<file path="config.mk">
export PLATFORM = sky130hd
export DESIGN_NAME = aes_core_arbiter_flat
export DESIGN_NICKNAME = d
export VERILOG_FILES = /design/src/rtl/aes_core_arbiter_if.sv /design/src/rtl/aes_core_arbiter.sv /design/src/flat_wrapper.sv
export SDC_FILE = /design/constraint.sdc
export NUM_CORES = 1
export LEC_CHECK = 0
export BUFFER_PORTS_ARGS = -buffer_cell sky130_fd_sc_hd__buf_4
export CELL_PAD_IN_SITES_DETAIL_PLACEMENT = 1
export CELL_PAD_IN_SITES_GLOBAL_PLACEMENT = 1
export CORE_AREA = 2 2 406 408
export DETAILED_ROUTE_END_ITERATION = 8
export DIE_AREA = 0 0 408 410
export PLACE_DENSITY = 0.46
export SLEW_MARGIN = 30
export SYNTH_ARGS = -nofsm -noshare
export SYNTH_HDL_FRONTEND = slang
export SYNTH_SLANG_ARGS = --single-unit
</file>
<file path="constraint.sdc">
create_clock -name clk -period 4.9 [get_ports clk]
set_input_delay 0.49 -clock clk [delete_from_list [all_inputs] [get_ports clk]]
set_output_delay 0.49 -clock clk [all_outputs]
set_load 0.02 [all_outputs]
</file>
<file path="src/rtl/aes_core_arbiter_if.sv">
// Bundle of requester, AES core and response signals around the shared-core arbiter.
// The arbiter uses the slave modport; the surrounding system uses master.
interface aes_core_arbiter_if;
    logic         req0_valid;
    logic [127:0] req0_key;
    logic [127:0] req0_data;
    logic         req0_ready;

    logic         req1_valid;
    logic [127:0] req1_key;
    logic [127:0] req1_data;
    logic         req1_ready;

    logic         core_start;
    logic [127:0] core_key;
    logic [127:0] core_data;
    logic         core_done;
    logic [127:0] core_result;

    logic         rsp_valid;
    logic         rsp_id;
    logic [127:0] rsp_data;
    logic         rsp_error;
    logic         rsp_ready;

    logic         busy;

    modport slave (
        input  req0_valid, req0_key, req0_data,
        output req0_ready,
        input  req1_valid, req1_key, req1_data,
        output req1_ready,
        output core_start, core_key, core_data,
        input  core_done, core_result,
        output rsp_valid, rsp_id, rsp_data, rsp_error,
        input  rsp_ready,
        output busy
    );

    modport master (
        output req0_valid, req0_key, req0_data,
        input  req0_ready,
        output req1_valid, req1_key, req1_data,
        input  req1_ready,
        input  core_start, core_key, core_data,
        output core_done, core_result,
        input  rsp_valid, rsp_id, rsp_data, rsp_error,
        output rsp_ready,
        input  busy
    );
endinterface

</file>
<file path="src/rtl/aes_core_arbiter.sv">
// Round-robin sharing of one AES-128 core between two requesters, with a
// watchdog that turns a missing core_done into an error response.
module aes_core_arbiter #(
    parameter int TIMEOUT = 100
) (
    input  logic               clk,
    input  logic               reset_n,
    aes_core_arbiter_if.slave  bus
);
    localparam int TW = $clog2(TIMEOUT + 1);
    localparam logic [TW-1:0] WDOG_LAST = TW'(TIMEOUT - 1);
    localparam logic [TW-1:0] WDOG_ONE  = TW'(1);

    typedef enum logic [1:0] {IDLE, LAUNCH, WAIT, RESP} state_t;

    state_t        state;
    logic          last_grant;
    logic [TW-1:0] wdog;
    logic          grant0;
    logic          grant1;

    // Returns {grant1, grant0}; on contention the requester not served last wins.
    function automatic logic [1:0] pick_grant(input logic v0, input logic v1, input logic last);
        logic [1:0] g;
        g[0] = v0 & (~v1 | last);
        g[1] = v1 & (~v0 | ~last);
        return g;
    endfunction

    always_comb begin
        {grant1, grant0} = pick_grant(bus.req0_valid, bus.req1_valid, last_grant);
    end

    assign bus.req0_ready = (state == IDLE) & grant0;
    assign bus.req1_ready = (state == IDLE) & grant1;
    assign bus.busy       = (state != IDLE);

    always_ff @(posedge clk or negedge reset_n) begin
        if (!reset_n) begin
            state          <= IDLE;
            last_grant     <= 1'b1;
            wdog           <= '0;
            bus.core_start <= 1'b0;
            bus.core_key   <= '0;
            bus.core_data  <= '0;
            bus.rsp_valid  <= 1'b0;
            bus.rsp_id     <= 1'b0;
            bus.rsp_data   <= '0;
            bus.rsp_error  <= 1'b0;
        end else begin
            bus.core_start <= 1'b0;
            case (state)
                IDLE: begin
                    // A grant already implies valid, so grant alone marks the accept edge.
                    if (grant0) begin
                        bus.core_key   <= bus.req0_key;
                        bus.core_data  <= bus.req0_data;
                        bus.rsp_id     <= 1'b0;
                        bus.core_start <= 1'b1;
                        state          <= LAUNCH;
                    end else if (grant1) begin
                        bus.core_key   <= bus.req1_key;
                        bus.core_data  <= bus.req1_data;
                        bus.rsp_id     <= 1'b1;
                        bus.core_start <= 1'b1;
                        state          <= LAUNCH;
                    end
                end
                LAUNCH: begin
                    wdog  <= '0;
                    state <= WAIT;
                end
                WAIT: begin
                    // done is tested first so it beats a timeout landing in the same cycle
                    if (bus.core_done) begin
                        bus.rsp_data  <= bus.core_result;
                        bus.rsp_error <= 1'b0;
                        bus.rsp_valid <= 1'b1;
                        state         <= RESP;
                    end else if (wdog == WDOG_LAST) begin
                        wdog          <= wdog + WDOG_ONE;
                        bus.rsp_data  <= '0;
                        bus.rsp_error <= 1'b1;
                        bus.rsp_valid <= 1'b1;
                        state         <= RESP;
                    end else begin
                        wdog <= wdog + WDOG_ONE;
                    end
                end
                RESP: begin
                    if (bus.rsp_ready) begin
                        bus.rsp_valid <= 1'b0;
                        last_grant    <= bus.rsp_id;
                        state         <= IDLE;
                    end
                end
                default: state <= IDLE;
            endcase
        end
    end
endmodule
</file>
<file path="src/flat_wrapper.sv">
// flat-port wrapper written by rule: the top's interface ports become plain ports
module aes_core_arbiter_flat 
#(
    parameter int TIMEOUT = 100
)
  (clk, reset_n, bus_req0_valid, bus_req0_key, bus_req0_data, bus_req0_ready, bus_req1_valid, bus_req1_key, bus_req1_data, bus_req1_ready, bus_core_start, bus_core_key, bus_core_data, bus_core_done, bus_core_result, bus_rsp_valid, bus_rsp_id, bus_rsp_data, bus_rsp_error, bus_rsp_ready, bus_busy);
  aes_core_arbiter_if bus_i ();
  input  logic clk;
  input  logic reset_n;
  input wire logic [$bits(bus_i.req0_valid)-1:0] bus_req0_valid;
  input wire logic [$bits(bus_i.req0_key)-1:0] bus_req0_key;
  input wire logic [$bits(bus_i.req0_data)-1:0] bus_req0_data;
  output wire logic [$bits(bus_i.req0_ready)-1:0] bus_req0_ready;
  input wire logic [$bits(bus_i.req1_valid)-1:0] bus_req1_valid;
  input wire logic [$bits(bus_i.req1_key)-1:0] bus_req1_key;
  input wire logic [$bits(bus_i.req1_data)-1:0] bus_req1_data;
  output wire logic [$bits(bus_i.req1_ready)-1:0] bus_req1_ready;
  output wire logic [$bits(bus_i.core_start)-1:0] bus_core_start;
  output wire logic [$bits(bus_i.core_key)-1:0] bus_core_key;
  output wire logic [$bits(bus_i.core_data)-1:0] bus_core_data;
  input wire logic [$bits(bus_i.core_done)-1:0] bus_core_done;
  input wire logic [$bits(bus_i.core_result)-1:0] bus_core_result;
  output wire logic [$bits(bus_i.rsp_valid)-1:0] bus_rsp_valid;
  output wire logic [$bits(bus_i.rsp_id)-1:0] bus_rsp_id;
  output wire logic [$bits(bus_i.rsp_data)-1:0] bus_rsp_data;
  output wire logic [$bits(bus_i.rsp_error)-1:0] bus_rsp_error;
  input wire logic [$bits(bus_i.rsp_ready)-1:0] bus_rsp_ready;
  output wire logic [$bits(bus_i.busy)-1:0] bus_busy;
  assign bus_i.req0_valid = bus_req0_valid;
  assign bus_i.req0_key = bus_req0_key;
  assign bus_i.req0_data = bus_req0_data;
  assign bus_req0_ready = bus_i.req0_ready;
  assign bus_i.req1_valid = bus_req1_valid;
  assign bus_i.req1_key = bus_req1_key;
  assign bus_i.req1_data = bus_req1_data;
  assign bus_req1_ready = bus_i.req1_ready;
  assign bus_core_start = bus_i.core_start;
  assign bus_core_key = bus_i.core_key;
  assign bus_core_data = bus_i.core_data;
  assign bus_i.core_done = bus_core_done;
  assign bus_i.core_result = bus_core_result;
  assign bus_rsp_valid = bus_i.rsp_valid;
  assign bus_rsp_id = bus_i.rsp_id;
  assign bus_rsp_data = bus_i.rsp_data;
  assign bus_rsp_error = bus_i.rsp_error;
  assign bus_i.rsp_ready = bus_rsp_ready;
  assign bus_busy = bus_i.busy;
  aes_core_arbiter #(.TIMEOUT(TIMEOUT)) u_core (.clk(clk), .reset_n(reset_n), .bus(bus_i));
endmodule
</file>
# Word level (Yosys, flattened, before mapping)
# Cells that the tools add are included.
[word_totals]
reg_bits = 398
latch_bits = 0
ramBits = 0
rom_bits = 0
output_inout_bits = 391
memories = 0
[classes]
add_sub_neg = 1
n_mul = 0
n_div = 0
n_lt_le_gt_ge = 0
eq_ne = 8
shift = 0
muxes = 24
n_bitwise = 9
n_reduce_logical = 12
[ops]
columns = ["operator", "count"]
rows = [
  ["$mux 128", 6],
  ["$pmux 7 s2", 1],
  ["$mux 2", 5],
  ["$reduce_bool 2->1", 5],
  ["$mux 1", 9],
  ["$pmux 2 s4", 1],
  ["$reduce_and 2->1", 4],
  ["$add 7x1->7 const B", 1],
  ["$eq 7x7->1 const B", 1],
  ["$mux 7", 1],
  ["$reduce_and 3->1", 2],
  ["$and 1x1->1", 4],
  ["$eq 2x2->1 const B", 2],
  ["$ne 2x2->1 const B", 2],
  ["$ne 3x1->1 const B", 1],
  ["$ne 3x2->1 const B", 1],
  ["$not 1->1", 3],
  ["$eq 2x1->1 const B", 1],
  ["$logic_not 2->1", 1],
  ["$or 1x1->1", 2],
  ["$pmux 1 s2", 1],
]

# Depth between registers and ports, before layout
[depth]
depth_word = 6
depth_mapped = 9
ltp_nobuf = 6

# Least setup slack after synthesis
# Ideal clock, no wire load.
[synth_timing]
kind = "register to output"
from = "register u_core.last_grant"
to = "output port bus_req0_ready"
arrival_ps = 1414
setup_slack_ps = 2996
stages_incl_launch_ff = 8
path_cell_list = "dfstp_2 inv_1 a21boi_1 buf_2 buf_4 buf_4 nand2_1 inv_1"
[synth_between]
elab_chain_len = 3
[synth_lines]
columns = ["element", "line", "source"]
rows = [
  ["start, declared", "aes_core_arbiter.sv:17", "logic last_grant;"],
  ["start signal, assigned", "aes_core_arbiter.sv:93", "last_grant <= bus.rsp_id;"],
  ["$or 1x1->1", "aes_core_arbiter.sv:25", "g[0] = v0 & (~v1 | last);"],
  ["$and 1x1->1", "aes_core_arbiter.sv:25", ""],
  ["$and 1x1->1", "aes_core_arbiter.sv:34", "assign bus.req0_ready = (state == IDLE) & grant0;"],
  ["end, declared", "flat_wrapper.sv:13", "output wire logic [$bits(bus_i.req0_ready)-1:0] bus_req0_ready;"],
]
# Every way passes these cells.

# Final worst setup path
# Ends and elaborated chain as after synthesis.

==> impl_metrics.csv <==
group,metric,value,unit
placed_design,place_area,27300,um2
setup_path,crit_buf_inv,4,
setup_path,critical_path_peak_fanout,18,
sta,max-slew-margin-rel,30.2,%
die,die_h,410,um
power,combPwrFrac,46.8,%
detailed_routing,drtIter0Drc,589,
global_route,antenna_found_initial,22,
power,powerDensity,641,nW/um2
final_layout,area_growth,73.1,%
hold_path,hp-start,"bus_core_result[7]",
final_layout,fin_nets,3147,
sta,slew_viol_final,0,
clock_tree,clk_path_buf_depth,3,
clock_tree,cts_max_level,2,
logic_synthesis,netlist.area_leader.share,58.8,%
placed_design,place_congestion,0.808,
sta,post-route-min-period,2.92,ns
die,top_level_ports,1037,
detailed_routing,vias_per_cell,3.29,
sta,grt_setup_unrepaired,"false",
final_layout,multi_input_area,6350,um2
setup_path,worstSetupPathType,"reg -> out",
power,p_leak,14.2,nW
hold_path,whs_path_depth,2,
logic_synthesis,synth_edf_count,0,
final_layout,seqCellArea,9960,um2
logic_synthesis,synthArstFlopShare,100,%
final_layout,fillers,19000,
placed_design,post-dp-hpwl,83400,um
detailed_routing,wirelength,102000,um
setup_path,cp.required,4.41,ns
setup_path,rrSetupSlack,2.49,ns
clock_tree,clock_sinks,398,
power,finalPower,18.7,mW
setup_path,crit_arrival,2.43,ns
logic_synthesis,syn_avg_cell_area,11.5,um2
setup_path,critPathTopFamily,"buffers and inverters",
global_route,grt_first_pass_wirelength,138000,um
hold_path,worstHoldPathType,"in -> reg",
power,p_int,10.8,mW
logic_synthesis,synth_cell_types,34,
global_route,grt_overflow,0,
logic_synthesis,yosysWarnings,0,
detailed_routing,postRouteAntennaNets,0,
logic_synthesis,synth.ff_latch_count,398,
global_route,grt_pass1_vias,16400,
logic_synthesis,syn_inst,1471,
setup_path,reg2reg_to,"u_core.bus.core_key[90]",
setup_path,start_kind,"flop",
setup_path,cp_slowest_cell,"dfstp_2",
sta,fin_hold_ws,0.0758,ns
outcome,outcome,"completed",
clock_tree,clk_latency,0.63,ns
die,dieArea,167000,um2
power,irDropWorstVdd,0.239,mV
die,initial_core_util,10.3,%
flow_run,cap_violations,0,
logic_synthesis,yosysMostFrequentCell,"dfrtp_1",
setup_path,r2r-start,"u_core.state[0]",
sta,setup_viol,0,
detailed_routing,wl_per_cell,21.6,um
setup_path,cpMostUsedCell,"inv_1",
logic_synthesis,synth_fp_nets,2122,
power,p_sw,7.87,mW
die,row_count,149,
hold_path,hold_path_end,"u_core.bus.rsp_data[7]",
setup_path,max_stage_delay,0.54,ns
setup_path,worstSetupEndpointType,"primary output",
clock_tree,cts_tree,"built",
clock_tree,cts_setup_buffers,0,
global_route,grt_use_total,11.7,%
global_route,grt_max_degree,199,
sta,fin_crit_sh,59.6,%
die,fp.dieW,408,um
detailed_routing,firstDrtPassIters,4,
power,power_frac_clock,21.8,%
sta,max_slew.worst_pin.slew,1.05,ns
sta,skew,0.0195,ns
logic_synthesis,yosysTopAreaCell,"dfrtp_1",
clock_tree,root_buffer,"clkbuf_16",
clock_tree,cts_resized,0,
final_layout,drive_gt1_share,46.0,%
placed_design,port_buffers,1036,
clock_tree,cts_buffers,54,
clock_tree,path_clk_slew,0.06,ns
detailed_routing,num_vias,15500,
setup_path,crit_start,"u_core.last_grant",
logic_synthesis,synth.area.top_cells,"dfrtp_1 (59%), mux2i_1 (15%), a22o_1 (6.6%)",
logic_synthesis,netlist_area,16900,um2
die,design.core.area,163000,um2
detailed_routing,route.detailed.drc,0,
final_layout,fin_area,29200,um2
logic_synthesis,ys_seq_area_share,59.0,%
sta,fmax,342,MHz
setup_path,worst-r2r-cell-count,7,
power,swShare,42.1,%
power,power_frac_seq,31.4,%
setup_path,path_cells,"inv_1 > a21boi_4 > buf_12 > nand2_1 > inv_1 > buf_4",
logic_synthesis,ys_top_cells_by_count,"dfrtp_1 (397), nand2_1 (265), mux2i_1 (256), o21ai_0 (217), a22o_1 (128)",
sta,hold_viol,0,
final_layout,fin_cells,4729,
sta,setup-tns-final,0,ns
logic_synthesis,synth_ff_type,"dfrtp_1",
placed_design,dp.cells,4620,
flip-flops by register name (all words and copies together), names as in the netlist, 2 cells and up:
signal                flops
u_core.state              2
u_core.bus.core_key     128
u_core.bus.core_data    128
u_core.bus.rsp_data     128
u_core.wdog               7
power groups by stage:
stage	Combinational (mW)	Sequential [mW]	Clock, mW
after floorplan	2.56	7.54	0
after global placement	8.98	5.90	0
after detailed placement	9.07	5.93	0
after CTS	9.07	5.90	4.31
after global routing	9.46	6.10	4.41
final	8.75	5.88	4.08
worst max path at each step:
| stage | endpoint | slack [ns] | cells after the start |
|---|---|---|---|
| 2_1_floorplan | bus_req0_ready | 3.00 | 7 |
| 3_3_place_gp | u_core.bus.core_key[90] | 2.25 | 5 |
| 3_5_place_dp | u_core.bus.core_key[88] | 2.33 | 6 |
| 4_1_cts | bus_req0_ready | 1.74 | 6 |
| 5_1_grt | bus_req0_ready | 1.70 | 6 |
| 6_report | bus_req0_ready | 1.98 | 6 |
what timing repair did:
action,CTS,global route
endpoints found under the hold margin,85,0
hold buffers,9,0
endpoints found under the setup margin,0,0
final cells by class:
cell class | instances | area share (%)
clock buffers | 82 | 5.47
clock inverters | 14 | 0.668
repair buffers | 1084 | 28.6
inverters | 7 | 0.0899
well taps | 2189 | 9.37
flip-flops and latches | 398 | 34.1
multi-input cells | 951 | 21.7
diodes | 4 | 0.0342
placed cells by master, fill, tap and decap left out, drive strengths merged, types with 2 or more instances in the layout:
master / n
mux2: 2
dlygate4sd3: 9
dfrtp: 397
o211ai: 2
nand4: 2
bufinv: 4
clkinv: 9
clkbuf: 82
diode: 4
nand2: 265
nand3: 4
nand2b: 2
ha: 5
mux2i: 256
a21boi: 2
o21ai: 266
a21oi: 2
a22o: 128
nor2b: 3
buf: 1075
o31ai: 2
inv: 7
nor2: 3
per-stage QoR:
stage	setup slack (ns)	utilization, %
3_3_place_gp	2.25	16.7
5_1_grt	1.70	17.9
4_1_cts	1.74	17.9
2_1_floorplan	3.00	-
6_report	1.98	17.9
3_5_place_dp	2.33	16.7
cells by family (layout without fill, tap and decap cells):
logic type | Yosys count | in the layout | synth area share [%]
AOI/OAI and AO/OA | 406 | 406 | 15.2
adders and majority gates | 5 | 5 | 0.371
buffers and inverters | 122 | 1187 | 3.58
DFF | 398 | 398 | 59.0
muxes | 258 | 258 | 15.3
other | 0 | 4 | 0
and+or+nand+nor | 282 | 282 | 6.56
layer usage:
metal	routed length, um	GRT usage, %
met2	51300	20.5
met1	41300	13.9
met5	111	0
met3	7430	3.79
met4	1810	2.46
(Power assumes the default switching activity.)
